$ cat src/rtl/sonar_ranger.sv
// sonar_ranger: memory-mapped ultrasonic ranging peripheral.
// Fires trigger pulses on NUM_CH channels in round-robin order and times each
// echo pulse in clock cycles. Software starts single or continuous sweeps via
// CTRL and reads per-channel results plus valid/timeout flags.
//
// Register map (word offsets from BASE_ADDR):
//   0 CTRL    bit0 START (pulse, reads 0), bit1 CONT, bit2 ABORT (pulse, reads 0),
//             bits[8+NUM_CH-1:8] MASK
//   1 STATUS  bit0 busy, bits[8+NUM_CH-1:8] valid, bits[16+NUM_CH-1:16] timeout
//   2+ch      RESULT[ch], zero-extended
//
// Bus handshake: there is no valid/ready pair. A write is accepted on any rising
// edge where bus_hit && bus_we. A read has no strobe: bus_rdata always reflects
// the address presented before the previous rising edge (1-cycle latency).
module sonar_ranger #(
  parameter int          NUM_CH      = 4,
  parameter int          CNT_W       = 24,
  parameter int          TRIG_CYC    = 500,
  parameter int          GAP_CYC     = 50000,
  parameter int          TIMEOUT_CYC = 1500000,
  parameter logic [11:0] BASE_ADDR   = 12'hF00
) (
  input  logic              clock,
  input  logic              CPU_RESETN,
  input  logic [11:0]       bus_addr,
  input  logic              bus_we,
  input  logic [31:0]       bus_wdata,
  output logic              bus_hit,
  output logic [31:0]       bus_rdata,
  output logic [NUM_CH-1:0] trig,
  input  logic [NUM_CH-1:0] echo,
  output logic              busy
);

  localparam int CHW  = (NUM_CH > 1) ? $clog2(NUM_CH) : 1;
  localparam int PMAX = (TRIG_CYC > GAP_CYC) ? TRIG_CYC : GAP_CYC;
  localparam int PW   = $clog2(PMAX + 1);
  localparam int TW   = $clog2(TIMEOUT_CYC + 1);
  localparam logic [12:0] LAST_ADDR = {1'b0, BASE_ADDR} + 13'(NUM_CH + 1);

  typedef enum logic [2:0] {
    S_IDLE, S_TRIG, S_WAIT_RISE, S_MEASURE, S_GAP
  } state_t;

  // FSM state is kept as a named signal so checkers can bind to it directly.
  state_t             state;
  logic [CHW-1:0]     ch;
  logic [PW-1:0]      pcnt;
  logic [TW-1:0]      tcnt;
  logic [CNT_W-1:0]   wcnt;
  logic [NUM_CH-1:0]  mask;
  logic               cont;
  logic [NUM_CH-1:0]  valid;
  logic [NUM_CH-1:0]  tmo;
  logic [CNT_W-1:0]   result [NUM_CH];

  logic [NUM_CH-1:0]  echo_s1, echo_s2, echo_q;

  logic [11:0]        off;
  logic               wr_ctrl, start_req, abort_req;
  logic [NUM_CH-1:0]  wmask;
  logic               echo_rise, echo_fall;
  logic [CHW-1:0]     wlow, mlow, nxt;
  logic               mlow_ok, nxt_ok;
  logic [31:0]        rd_next;
  logic               unused_wdata;

  assign unused_wdata = ^{bus_wdata[31:8+NUM_CH], bus_wdata[7:3]};

  // Address decode and CTRL write strobes.
  always_comb begin
    off       = bus_addr - BASE_ADDR;
    bus_hit   = ({1'b0, bus_addr} >= {1'b0, BASE_ADDR}) && ({1'b0, bus_addr} <= LAST_ADDR);
    wr_ctrl   = bus_hit && bus_we && (off == 12'd0);
    start_req = wr_ctrl && bus_wdata[0] && !bus_wdata[2];
    abort_req = wr_ctrl && bus_wdata[2];
    wmask     = bus_wdata[8 +: NUM_CH];
  end

  // Edge detection on the synchronised echo of the selected channel.
  always_comb begin
    echo_rise = echo_s2[ch] && !echo_q[ch];
    echo_fall = !echo_s2[ch] && echo_q[ch];
  end

  // Channel selection: lowest of the written mask, lowest of the live mask,
  // and next enabled channel above the current one.
  always_comb begin
    wlow    = '0;
    mlow    = '0;
    mlow_ok = 1'b0;
    nxt     = '0;
    nxt_ok  = 1'b0;
    for (int i = NUM_CH - 1; i >= 0; i--) begin
      if (wmask[i]) wlow = CHW'(i);
      if (mask[i]) begin
        mlow    = CHW'(i);
        mlow_ok = 1'b1;
      end
      if (mask[i] && (i > int'(ch))) begin
        nxt    = CHW'(i);
        nxt_ok = 1'b1;
      end
    end
  end

  // Read mux; unmapped offsets return 0.
  always_comb begin
    rd_next = '0;
    if (bus_hit) begin
      if (off == 12'd0) begin
        rd_next[1]           = cont;
        rd_next[8 +: NUM_CH] = mask;
      end else if (off == 12'd1) begin
        rd_next[0]            = busy;
        rd_next[8 +: NUM_CH]  = valid;
        rd_next[16 +: NUM_CH] = tmo;
      end else begin
        for (int i = 0; i < NUM_CH; i++) begin
          if (off == 12'(i + 2)) rd_next = 32'(result[i]);
        end
      end
    end
  end

  // Two-flop synchroniser plus one history flop for edge detection.
  always_ff @(posedge clock) begin
    if (!CPU_RESETN) begin
      echo_s1 <= '0;
      echo_s2 <= '0;
      echo_q  <= '0;
    end else begin
      echo_s1 <= echo;
      echo_s2 <= echo_s1;
      echo_q  <= echo_s2;
    end
  end

  // Registered read data.
  always_ff @(posedge clock) begin
    if (!CPU_RESETN) bus_rdata <= '0;
    else             bus_rdata <= rd_next;
  end

  // Control registers and the ranging sequencer.
  always_ff @(posedge clock) begin
    if (!CPU_RESETN) begin
      state <= S_IDLE;
      ch    <= '0;
      pcnt  <= '0;
      tcnt  <= '0;
      wcnt  <= '0;
      mask  <= '0;
      cont  <= 1'b0;
      valid <= '0;
      tmo   <= '0;
      trig  <= '0;
      busy  <= 1'b0;
      for (int i = 0; i < NUM_CH; i++) result[i] <= '0;
    end else begin
      if (wr_ctrl) begin
        mask <= wmask;
        cont <= bus_wdata[1];
      end
      if (abort_req) begin
        // Current channel never stored anything, so its flags remain clear.
        state <= S_IDLE;
        trig  <= '0;
        busy  <= 1'b0;
      end else begin
        case (state)
          S_IDLE: begin
            if (start_req && (wmask != '0)) begin
              valid <= '0;
              tmo   <= '0;
              ch    <= wlow;
              trig  <= NUM_CH'(1) << wlow;
              pcnt  <= '0;
              busy  <= 1'b1;
              state <= S_TRIG;
            end
          end
          S_TRIG: begin
            if (pcnt == PW'(TRIG_CYC - 1)) begin
              trig  <= '0;
              tcnt  <= '0;
              state <= S_WAIT_RISE;
            end else begin
              pcnt <= pcnt + 1'b1;
            end
          end
          S_WAIT_RISE: begin
            tcnt <= tcnt + 1'b1;
            if (tcnt == TW'(TIMEOUT_CYC - 1)) begin
              result[ch] <= '1;
              tmo[ch]    <= 1'b1;
              valid[ch]  <= 1'b1;
              pcnt       <= '0;
              state      <= S_GAP;
            end else if (echo_rise) begin
              // The edge cycle is itself the first high cycle of the pulse.
              wcnt  <= CNT_W'(1);
              state <= S_MEASURE;
            end
          end
          S_MEASURE: begin
            tcnt <= tcnt + 1'b1;
            if (echo_fall) begin
              result[ch] <= wcnt;
              valid[ch]  <= 1'b1;
              pcnt       <= '0;
              state      <= S_GAP;
            end else if (tcnt == TW'(TIMEOUT_CYC - 1)) begin
              result[ch] <= '1;
              tmo[ch]    <= 1'b1;
              valid[ch]  <= 1'b1;
              pcnt       <= '0;
              state      <= S_GAP;
            end else if (wcnt != '1) begin
              wcnt <= wcnt + 1'b1;
            end
          end
          S_GAP: begin
            if (pcnt == PW'(GAP_CYC - 1)) begin
              pcnt <= '0;
              if (nxt_ok) begin
                ch    <= nxt;
                trig  <= NUM_CH'(1) << nxt;
                state <= S_TRIG;
              end else if (cont && mlow_ok) begin
                valid <= '0;
                tmo   <= '0;
                ch    <= mlow;
                trig  <= NUM_CH'(1) << mlow;
                state <= S_TRIG;
              end else begin
                busy  <= 1'b0;
                state <= S_IDLE;
              end
            end else begin
              pcnt <= pcnt + 1'b1;
            end
          end
          default: begin
            trig  <= '0;
            busy  <= 1'b0;
            state <= S_IDLE;
          end
        endcase
      end
    end
  end

endmodule

$ cat config.mk
export PLATFORM = sky130hd
export DESIGN_NAME = sonar_ranger
export DESIGN_NICKNAME = d
export VERILOG_FILES = /design/src/rtl/sonar_ranger.sv
export SDC_FILE = /design/constraint.sdc
export NUM_CORES = 1
export LEC_CHECK = 0
export CAP_MARGIN = 0
export CORE_ASPECT_RATIO = 1.25
export CORE_MARGIN = 3
export CORE_UTILIZATION = 62
export DETAILED_ROUTE_END_ITERATION = 8
export GPL_ROUTABILITY_DRIVEN = 0
export PLACE_DENSITY = 0.85
export SLEW_MARGIN = 20
export SYNTH_ARGS = -nofsm -noshare
export SYNTH_HDL_FRONTEND = slang
export SYNTH_SLANG_ARGS = --single-unit
export TNS_END_PERCENT = 1
$ cat constraint.sdc
create_clock -name clock -period 11.5 [get_ports clock]
set_input_delay 1.15 -clock clock [delete_from_list [all_inputs] [get_ports clock]]
set_output_delay 1.15 -clock clock [all_outputs]
set_load 0.05 [all_outputs]
Word-level counts from Yosys, hierarchy flattened
Memory sizes are Yosys's and may differ from the RTL's.
Cells that the tools add are included.
{"block": "totals", "ramBits": 96, "out_inout_bits": 38, "word_cells": 217, "mem_count": 1, "ff_bits": 128}
{"memory": "result", "words": 4, "word_bits": 24, "read_ports": 4, "rd_ports_with_merged_regs": 0, "wr": 4, "line_no": "55", "source": "logic [CNT_W-1:0] result [NUM_CH];"}
{"block": "classes", "reduce_logical": 42, "n_addsub": 4, "order_cmp": 7, "eq_ne": 28, "n_bitwise": 9, "n_mux": 105, "shift": 3}
{"op": "24-bit 2-to-1 mux", "count": 12}
{"op": "16-bit 2-to-1 mux", "count": 5}
{"op": "16-bit one-hot mux with 5 select lines", "count": 1}
{"op": "4-bit 2-to-1 mux", "count": 16}
{"op": "24-bit one-hot mux with 2 select lines", "count": 1}
{"op": "4-bit one-hot mux with 4 select lines", "count": 3}
{"op": "21-bit one-hot mux with 2 select lines", "count": 1}
{"op": "1-bit 2-to-1 mux", "count": 36}
{"op": "2-bit 2-to-1 mux", "count": 16}
{"op": "24-bit by 1-bit adder with 24-bit output, second input constant", "count": 1}
{"op": "12-bit by 2-bit == test with 1-bit output, second input constant", "count": 2}
{"op": "12-bit by 3-bit == test with 1-bit output, second input constant", "count": 2}
{"op": "2-bit inequality test, second input constant", "count": 12}
{"op": "24-bit inequality test, second input constant", "count": 1}
{"op": "24-bit OR reduction", "count": 1}
{"op": "21-bit by 1-bit adder with 21-bit output, second input constant", "count": 1}
{"op": "21-bit == test, second input constant", "count": 1}
{"op": "21-bit 2-to-1 mux", "count": 1}
{"op": "3-bit 2-to-1 mux", "count": 7}
{"op": "5-bit AND reduction", "count": 4}
{"op": "16-bit by 1-bit adder with 16-bit output, second input constant", "count": 1}
{"op": "16-bit == test, second input constant", "count": 1}
{"op": "16-bit by 9-bit == test with 1-bit output, second input constant", "count": 1}
{"op": "3-bit one-hot mux with 5 select lines", "count": 1}
{"op": "other kinds (36)", "count": 70}

Logic depth before layout (Yosys ltp)
Gate-level depths: netlist of run 1.
{"block": "depth", "word_depth": 13, "mapped_depth": 9, "mapped_depth_nobuf": 7}

Worst setup path before layout of run 1
Ideal clock, no wire load.
{"block": "synth_timing", "path_kind": "in2reg", "from": "input port bus_addr[2]", "to": "memory result[3][0] (enable)", "setup_time_ns": 0.438, "arrival_ns": 3.702, "slack_ns": 7.360, "required_time_ns": 11.062, "cell_stages": 6, "cell_sequence": "buf_6 > or4b_4 > nor4_4 > a21oi_1 > nand3_1 > o21ai_0"}
{"element": "from (decl)", "line_no": "25", "source": "input logic [11:0] bus_addr,"}
{"element": "to (decl)", "line_no": "55"}

Worst setup path in the final report of run 1
{"block": "layout_timing", "from": "input port bus_addr[5]", "to": "output port bus_hit"}
{"block": "layout_via", "elab_chain_len": 2}
{"element": "12-bit greater-or-equal comparator or 12-bit less-or-equal comparator (tied branches)", "line_no": "73", "source": "bus_hit = ({1'b0, bus_addr} >= {1'b0, BASE_ADDR}) && ({1'b0, bus_addr} <= LAST_ADDR);"}
{"element": "1-bit logical AND *", "line_no": "73"}
{"element": "to (decl)", "line_no": "28", "source": "output logic bus_hit,"}
Mark *: on every way between the ends. The rest lies on a longest branch, timed or not.

==> results of run 1 <==
-- stage by stage --
stage               utilization [%]   power, W  hold WS [ns]
floorplan                         -  0.0008671        0.4119
detailed placement            67.61  0.0008871        0.4209
finish                        72.40   0.001607        0.4331
CTS                           72.40   0.001610        0.4352
global route                  72.40   0.001646        0.4616
global placement              67.59  0.0008856        0.4158
-- flip-flops by register name, indices dropped and copies added, names as in the netlist, 3 cells and up --
register / cells
valid: 4
wcnt: 24
bus_rdata: 24
state: 3
echo_s1: 4
echo_s2: 4
trig: 4
mask: 4
pcnt: 16
tmo: 4
tcnt: 21
echo_q: 4
result: 96
-- per-layer routing --
metal  GRT usage, %  vias to the layer above  wire (um)
li1               -                     3763          -
met1          33.89                     3812       9563
met2          48.42                      372      12460
met3          4.554                       77       1856
met4          12.66                        0        861
met5              0                        -          0
-- Yosys cell counts, types with 4 or more instances --
cell	count	area (um2)
or3_1	10	62.56
o211ai_1	4	30.03
nor2_1	189	709.4
nand2_1	67	251.5
dfxtp_1	120	2402
mux2_2	23	259.0
inv_1	16	60.06
mux2i_1	18	180.2
nand2b_1	13	81.33
nand3_1	36	180.2
edfxtp_1	96	2883
o21a_1	5	37.54
o31a_1	4	35.03
o31ai_1	13	97.59
o21ai_1	5	25.02
or4_1	18	135.1
nand4_1	24	150.1
nand4b_1	5	43.79
buf_2	16	80.08
nor4_1	21	131.4
nor3_1	26	130.1
nand3b_1	4	30.03
buf_4	8	60.06
a222oi_1	18	180.2
o21ai_0	22	110.1
a21oi_1	44	220.2
a22oi_1	13	97.59
xnor2_1	21	183.9
a41oi_1	4	35.03
and2_1	17	106.4
and3_1	15	93.84
clkbuf_1	38	142.6
-- cell type report --
type | count | area [um2]
Timing Repair Buffer | 69 | 655.6
Sequential cell | 216 | 5285
Tap cell | 212 | 265.3
Clock inverter | 8 | 92.59
Multi-Input combinational cell | 718 | 4347
Clock buffer | 32 | 659.4
Fill cell | 1136 | 4333
Inverter | 16 | 60.06
-- kinds of logic (layout without fill, tap and decap cells) --
kind of cell,Yosys count,in the layout,share of synthesized area (%)
AND/OR/NAND/NOR,475,475,24.07
flip-flops,216,216,52.98
AO/OA/AOI/OAI,165,165,11.66
buffers and inverters,84,125,3.888
multiplexers,43,43,4.854
XOR/XNOR,22,22,1.932
adder cells (fa/ha/maj),5,5,0.5770
other,1,8,0.03759
-- worst max-delay path by stage --
stage	depth (start not counted)	to	slack, ns
2_1_floorplan	6	result[3][0]	7.36
3_3_place_gp	9	result[2][23]	5.35
3_5_place_dp	9	result[2][14]	5.72
4_1_cts	9	result[2][2]	6.24
5_1_grt	9	result[2][2]	6.51
6_report	5	bus_hit	6.57
-- power groups by stage --
stage | Sequential, W | Combinational, W | Clock (W)
after CTS | 0.000817 | 0.0000544 | 0.000739
after floorplan | 0.000832 | 0.0000350 | 0
after global routing | 0.000818 | 0.0000584 | 0.000770
after detailed placement | 0.000833 | 0.0000539 | 0
after global placement | 0.000832 | 0.0000533 | 0
final | 0.000817 | 0.0000548 | 0.000736
==> summary.txt, run 1 <==
Status
  – Status: finished clean

Placed design
  – Worst slack at placement: 5.722 ns
  – Dpl hpwl: 15,750 um
  – Placed insts: 1,231
  – PortBufs: 55
  – Cell Area, Placed: around 11,000 um2

Floorplan
  – Die Wd: 119.5 um
  – Die Ht: 147.8 um
  – Num rows: 51
  – Full die area: 17,660 um2
  – Core footprint: 15,700 um2
  – I/O Pins: 89
  – Starting Density: ~64%

Clocking
  – Cts hold-fix bufs: 0
  – Number of setup buffers added after CTS: 0
  – Clk_lat worst skew: between 0.5 and 0.6 ns
  – CTS tree: built
  – Bufs on Longest Clock Path: 3
  – Clock transition at path regs: 0.06 ns
  – Clock sinks: 216
  – Htree depth: 1
  – Root buf cell: clkbuf_16
  – CTS Buf Count: 22
  – PostCTS Resize Cnt: 0

Power and ir drop
  – Pwr Density: 141.4 nW/um2
  – Gate power share: 3.4%
  – Sequential share of power: 50.8%
  – Clock share of power: 45.8%
  – Switching Power: 0.0003327 W
  – Power Internal: 0.001274 W
  – Static Leak: 4.145 nW
  – Sw Ratio: between 20% and 30%
  – Maximum VDD drop: 134.1 uV

STA
  – Worst-margin pin slew: 1.100 ns
  – Unrepaired setup endpoints after global routing: no
  – Slew headroom: a little over a quarter
  – Max Slew Vio Count: 0
  – Fin. Hold Viols: 0
  – Final Skew: 0.01511 ns
  – Worst setup margin: 6.575 ns
  – Fmax: 0.2030 GHz
  – Minimum clock period: approximately 4.9 ns
  – Setup TNS Final: 0 ns
  – Final setup violation count: 0
  – Tcrit/Tclk final: 42.83%

Setup path
  – Crit. Startpoint: bus_addr[5]
  – Worst r2r dst: result[2][13]
  – Crit path largest cell delay: between 0.8 and 0.9 ns
  – CP startpoint kind: input pin
  – Crit path top cell by count: clkdlybuf4s50_1
  – Critical Path Sink Type: primary output
  – CP arrival: roughly 3.8 ns
  – Crit path max fanout: 10
  – Family with the most delay on the worst path: simple AND/OR/NAND/NOR gates
  – Crit-path slowest cell: clkdlybuf4s50_1
  – Reg2reg setup slack: 7.54 ns
  – Crit path cell chain: clkdlybuf4s50_1, or4b_4, or3_1, nor2_1, clkdlybuf4s50_1
  – Critical path class: in -> out
  – WP data required: 10.35 ns
  – Combined buffer and inverter count along the critical path: 2
  – Reg2reg start: ch[1]
  – FF-to-FF path depth: 7

Drt
  – Routed wire length: 24,750 um
  – 1st-iter DRT viols: 985
  – Drt wl/cell: around 20 um
  – Drt drc: 0
  – Drt pass-1 iters: 6
  – Final ANT Viol Nets: 0
  – Vias per inst: 6.313
  – Vias: 8,024

Yosys
  – Syn Area/Cell: 9.867 um2
  – Number of synthesized flops with an enable pin: 96
  – Ys flop type: dfxtp_1
  – Synth unique cells: 78
  – Sequential share of the synthesized area: 52.98%
  – Syn Inst Count: between 1,000 and 1,500
  – Yosys warning total: 0
  – Async S/R FF share, synth: 0%
  – Yosys reg bits: 216
  – Synthesized area: 9976 um2

Global routing
  – Gr usage total: 27.80%
  – First-pass GRT wire length: 39,840 um
  – Gr ovfl total: 0
  – Vias in the first global route: roughly 8,000
  – Number of antenna violations at the first check in global routing: 0
  – Largest net degree at the start of global routing: 43

Final layout
  – Design Area, Final: 11,360 um2
  – Nets: 1,097
  – Diode count: 0
  – Final std cells w/o fill: 1,271
  – Most frequent cells in the layout: nor2_1 (188), dfxtp_1 (120), edfxtp_1 (96)
  – Layout area overhead: 13.92%
  – Share of cells above drive strength 1: 9.065%
  – Most common cell after layout, fill and taps aside: nor2_1

Flow run
  – Max Cap Viol: 0

Worst hold path
  – Hold Crit Class: reg -> reg
  – WHS Endpoint: echo_s2[0]
  – Cells on Worst Hold Path: 1
  – Min-delay src: echo_s1[0]
No activity file was read; power rests on OpenSTA's default activity.
==> run 2, diff against run 1 <==
- CORE_UTILIZATION: 62 -> 52
- PLACE_DENSITY: 0.85 -> 0.76
- clock period: 11.5 -> 4 ns (I/O delays scaled with it)
==> summary.txt, run 2 (synthesis results as in run 1) <==
STA
  – Worst-margin pin slew: 0.7001 ns (-0.4000 ns)
  – Final Skew: 0.03229 ns (+0.01718 ns)
  – Minimum clock period: between 3 and 4 ns
  – Final setup violation count: 0 (unchanged)
  – Fmax: approximately 0.29 GHz
  – Max Slew Vio Count: 0 (unchanged)
  – Slew headroom: 52.97% (+27 points)
  – Tcrit/Tclk final: 86.04%
  – Unrepaired setup endpoints after global routing: no
  – Fin. Hold Viols: 0 (unchanged)
  – Setup TNS Final: 0 ns (unchanged)

Clocking
  – CTS Buf Count: 22 (unchanged)
  – Clk_lat worst skew: 0.53 ns (+0.02 ns)
  – Htree depth: 1 (unchanged)
  – Cts hold-fix bufs: 0 (unchanged)
  – Clock transition at path regs: 0.06 ns (about the same)
  – Clock sinks: 216 (unchanged)
  – Root buf cell: clkbuf_16
  – Bufs on Longest Clock Path: 3 (unchanged)
  – PostCTS Resize Cnt: 0 (unchanged)
  – CTS tree: built
  – Number of setup buffers added after CTS: 0 (unchanged)

Drt
  – Routed wire length: 25,340 um (+2.4%)
  – Drt wl/cell: 19.35 um (-0.59%)
  – 1st-iter DRT viols: 769 (-22%)
  – Drt drc: 0 (unchanged)
  – Vias: 8,069 (+0.56%)
  – Drt pass-1 iters: 5 (-1)
  – Final ANT Viol Nets: 0 (unchanged)
  – Vias per inst: 6.164 (-2.4%)

Power and ir drop
  – Pwr Density: 400.7 nW/um2 (+180%)
  – Sequential share of power: 50.8% (about the same)
  – Maximum VDD drop: 343.8 uV (+160%)
  – Power Internal: 0.003635 W (+190%)
  – Clock share of power: 45.8% (about the same)
  – Sw Ratio: 21.29% (+0.59 points)
  – Static Leak: 4.250 nW (+2.5%)
  – Switching Power: 0.0009835 W (+200%)
  – Gate power share: 3.4% (about the same)

Setup path
  – Reg2reg setup slack: 1.05 ns (-6.49 ns)
  – CP arrival: 3.04 ns (-0.74 ns)
  – Crit path max fanout: 10 (unchanged)
  – WP data required: 3.60 ns (-6.75 ns)
  – Critical path class: in -> out
  – Critical Path Sink Type: primary output
  – CP startpoint kind: input pin

Final layout
  – Nets: 1,115 (+1.6%)
  – Biggest regs: result (96), bus_rdata (24), wcnt (24)
  – Fillers: 1,559 (+37%)
  – Share of cells above drive strength 1: 10.21% (+1.1 points)
  – Multi-input gate area: 4342 um2 (-0.12%)
  – Max reg flops: 96 (unchanged)
  – Design Area, Final: 11,530 um2 (+1.4%)
  – Final std cells w/o fill: 1,309 (+3.0%)
  – Reg area: 5285 um2 (unchanged)
  – Most common cell after layout, fill and taps aside: nor2_1
  – Most frequent cells in the layout: nor2_1 (189), dfxtp_1 (120), edfxtp_1 (96)
  – Diode count: 0 (unchanged)
  – Layout area overhead: 15.55%
  – Top reg by flops: result

Placed design
  – Placed insts: 1,269 (+3.1%)
  – PortBufs: 55 (unchanged)
  – Cell Area, Placed: 10,780 um2 (+1.6%)
  – Dpl hpwl: 16,880 um (+7.2%)

Floorplan
  – I/O Pins: 89 (unchanged)
  – Core footprint: 18,780 um2 (+20%)
  – Die Ht: 160.9 um (+8.8%)
  – Die Wd: 129.9 um (+8.7%)
  – Num rows: 56 (+9.8%)
  – Full die area: 20,890 um2 (+18%)
  – Starting Density: 53.13% (-10 points)

Global routing
  – Largest net degree at the start of global routing: 42 (-2.3%)
  – Number of antenna violations at the first check in global routing: 0 (unchanged)
  – Gr ovfl total: 0 (unchanged)
  – Gr usage total: 23.95% (-3.8 points)
  – First-pass GRT wire length: 39,940 um (+0.26%)
  – Vias in the first global route: 7,634 (-4.6%)

Worst hold path
  – Hold Crit Class: reg -> reg

Flow run
  – Max Cap Viol: 0 (unchanged)

Status
  – Status: finished clean
-- run 2: changes by cell type in the layout (fill, tap and decap cells not counted), sizes merged --
cell / delta
clkinv: -2
clkbuf: +1
inv: +3
buf: +18
clkinvlp: -2
-- run 2: path summary, 6_finish.rpt --
| check | cells past startpoint | startpoint | endpoint |
|---|---|---|---|
| worst max-delay path | 5 | bus_addr[11] | bus_hit |
| worst min-delay path | 1 | echo_s1[1] | echo_s2[1] |
| worst min register to register | 1 | echo_s1[1] | echo_s2[1] |
| worst max register to register | 9 | ch[1] | result[2][0] |
-- run 2: critical path, stage by stage --
cell and delay, ns:
clkdlybuf4s50_1 0.51, or4b_4 0.52, or3_1 0.59, nor2_1 0.19, clkdlybuf4s50_1 0.83
-- run 2: cell type report --
cell class | instances | area share, %
Tap cell | 232 | 2.518
Sequential cell | 216 | 45.85
Inverter | 16 | 0.5210
Multi-Input combinational cell | 718 | 37.66
Clock inverter | 7 | 0.9660
Timing Repair Buffer | 87 | 6.968
Clock buffer | 33 | 5.514
-- run 2: layer usage --
| metal | global-route usage [%] | vias up | share of wire [%] | routed length [um] |
|---|---|---|---|---|
| met5 | 0 | - | 0 | 0 |
| met4 | 9.357 | 0 | 3.5 | 875 |
| met3 | 3.826 | 57 | 6.6 | 1678 |
| met2 | 40.61 | 323 | 50 | 12740 |
| met1 | 30.48 | 3890 | 40 | 10040 |
| li1 | - | 3799 | - | - |
-- run 2: through the flow --
step           hold slack (ns)  utilization (%)  power, W  worst slack (ns)
6_report                0.4307            61.39  0.004618            0.5585
4_1_cts                 0.4318            61.39  0.004647            0.5371
3_5_place_dp            0.4243            57.41  0.002552            0.5352
2_1_floorplan           0.4119                -  0.002493            0.2416
3_3_place_gp            0.4173            57.41  0.002548            0.5583
5_1_grt                 0.4373            61.39  0.004743            0.4701
-- run 2: power by group through the flow --
stage	Combinational [W]	Clock, W	Sequential, W
floorplan	0.000101	0	0.00239
CTS	0.000158	0.00214	0.00235
detailed placement	0.000157	0	0.00239
global placement	0.000156	0	0.00239
global route	0.000170	0.00222	0.00235
finish	0.000158	0.00211	0.00235
==> run 3, diff against run 2 <==
- CORE_ASPECT_RATIO: 1.25 -> 0.8
==> summary.txt, run 3 (synthesis results as in run 1) <==
Placed design
  – Placed insts: 1,285 (+1.3%)
  – Dpl hpwl: 16,130 um (-4.5%)
  – PortBufs: 55 (unchanged)

Drt
  – Routed wire length: 23,930 um (-5.5%)
  – Drt drc: 0 (unchanged)
  – Drt pass-1 iters: 6 (+1)
  – Vias per inst: 6.054 (-1.8%)
  – 1st-iter DRT viols: 930 (+21%)
  – Final ANT Viol Nets: 0 (unchanged)
  – Drt wl/cell: 18.03 um (-6.8%)
  – Vias: 8,033 (-0.45%)

STA
  – Final setup violation count: 0 (unchanged)
  – Setup TNS Final: 0 ns (unchanged)
  – Slew headroom: 47.95% (-5.0 points)
  – Fin. Hold Viols: 0 (unchanged)
  – Final Skew: 0.01791 ns (-0.01438 ns)
  – Unrepaired setup endpoints after global routing: no
  – Hold slack: 0.4290 ns (-0.001735 ns)
  – Max Slew Vio Count: 0 (unchanged)
  – Worst-margin pin slew: 0.7761 ns (+0.07597 ns)
  – Fmax: 0.2960 GHz (+1.9%)
  – Tcrit/Tclk final: 84.47% (-1.6 points)
  – Minimum clock period: 3.379 ns (-0.06289 ns)

Clocking
  – Bufs on Longest Clock Path: 3 (unchanged)
  – Clk_lat worst skew: 0.51 ns (-0.02 ns)
  – Htree depth: 1 (unchanged)
  – CTS Buf Count: 23 (+4.5%)
  – Clock transition at path regs: 0.05 ns (about the same)
  – CTS tree: built
  – Clock sinks: 216 (unchanged)
  – Cts hold-fix bufs: 0 (unchanged)
  – PostCTS Resize Cnt: 0 (unchanged)
  – Root buf cell: clkbuf_16
  – Number of setup buffers added after CTS: 0 (unchanged)

Power and ir drop
  – Pwr Density: 400.4 nW/um2 (about the same)
  – Tot Pwr: 0.004608 W (-0.22%)
  – Static Leak: 4.222 nW (-0.65%)
  – Power Internal: 0.003649 W (+0.37%)
  – Sw Ratio: 20.83% (-0.47 points)
  – Maximum VDD drop: 252.3 uV (-27%)
  – Switching Power: 0.0009599 W (-2.4%)
  – Clock share of power: 45.6% (-0.2 points)
  – Gate power share: 3.4% (about the same)
  – Sequential share of power: 50.9% (about the same)

Final layout
  – Fillers: 1,521 (-2.4%)
  – Util after Layout: 62.22% (+0.83 points)
  – Multi-input gate area: 4342 um2 (unchanged)
  – Most frequent cells in the layout: nor2_1 (189), dfxtp_1 (120), edfxtp_1 (96)
  – Nets: 1,111 (-0.36%)
  – Top reg by flops: result
  – Layout area overhead: 15.36%
  – Biggest regs: result (96), bus_rdata (24), wcnt (24)
  – Diode count: 0 (unchanged)
  – Final std cells w/o fill: 1,327 (+1.4%)
  – Reg area: 5285 um2 (unchanged)
  – Max reg flops: 96 (unchanged)
  – Share of cells above drive strength 1: 10.06% (-0.16 points)
  – Most common cell after layout, fill and taps aside: nor2_1

Flow run
  – Max Cap Viol: 0 (unchanged)

Setup path
  – WP data required: 3.60 ns (about the same)
  – Critical path class: in -> out
  – Crit path top cell by count: clkdlybuf4s50_1
  – CP arrival: 2.98 ns (-0.06 ns)
  – CP startpoint kind: input pin
  – Crit path cell chain: clkdlybuf4s50_1, or4b_4, or3_1, nor2_1, clkdlybuf4s50_1
  – Crit path largest cell delay: 0.82 ns (about the same)
  – Combined buffer and inverter count along the critical path: 2 (unchanged)
  – Family with the most delay on the worst path: simple AND/OR/NAND/NOR gates
  – Crit path max fanout: 10 (unchanged)
  – Critical Path Sink Type: primary output
  – Crit-path slowest cell: clkdlybuf4s50_1

Global routing
  – Gr ovfl total: 0 (unchanged)
  – First-pass GRT wire length: 39,330 um (-1.5%)
  – Gr usage total: 23.05% (-0.90 points)
  – Largest net degree at the start of global routing: 42 (unchanged)
  – Vias in the first global route: 7,451 (-2.4%)
  – Number of antenna violations at the first check in global routing: 0 (unchanged)

Worst hold path
  – Hold Crit Class: reg -> reg

Floorplan
  – I/O Pins: 89 (unchanged)
  – Core footprint: 18,500 um2 (-1.5%)
  – Starting Density: 53.93% (+0.80 points)
  – Die Wd: 160.9 um (+24%)
  – Full die area: 20,890 um2 (unchanged)
  – Die Ht: 129.9 um (-19%)
  – Num rows: 44 (-21%)

Status
  – Status: finished clean
==> run 3: power groups by stage <==
stage,Combinational [W],Clock (W),Sequential [W]
floorplan,0.000101,0,0.00239
finish,0.000158,0.00210,0.00235
CTS,0.000157,0.00213,0.00235
global placement,0.000156,0,0.00239
detailed placement,0.000157,0,0.00239
global route,0.000170,0.00223,0.00235
==> run 3: layout make-up <==
class                   count  area share (%)
flip-flops and latches    216           45.92
clock buffers              29           5.545
repair buffers             82           6.545
clock inverters            13          0.9893
inverters                  16          0.5219
multi-input cells         718           37.73
well taps                 253           2.751
==> run 3: worst register-to-register path: cells and delay by family, from the launching register on <==
kind / cells / cell delay [ns]
buffers and inverters: 3 / 0.80
multiplexers: 1 / 0.61
flip-flops: 1 / 0.60
AO/OA/AOI/OAI: 2 / 0.61
AND/OR/NAND/NOR: 2 / 0.33
==> run 3: metrics by stage <==
stage | worst slack [ns] | cell area [um2]
finish | 0.6214 | 11510
global route | 0.5069 | 11510
CTS | 0.6053 | 11510
detailed placement | 0.6273 | 10760
global placement | 0.6442 | 10760
floorplan | 0.2416 | 10000
==> run 3: metal layers <==
metal | part of all wire, % | wire, um | GRT usage (%)
met5 | 0 | 0 | 0
met4 | 1.8 | 434 | 5.008
met3 | 9.8 | 2339 | 4.602
met2 | 43 | 10200 | 34.82
met1 | 46 | 10960 | 34.66
==> run 3: final timing paths <==
kind                                   from            to  slack, ns  cells after the start
worst max-delay path            bus_addr[5]       bus_hit       0.62                      5
worst min-delay path             echo_s1[1]    echo_s2[1]       0.43                      1
worst max register to register        ch[0]  result[3][4]       0.71                      8
worst min register to register   echo_s1[1]    echo_s2[1]       0.43                      1
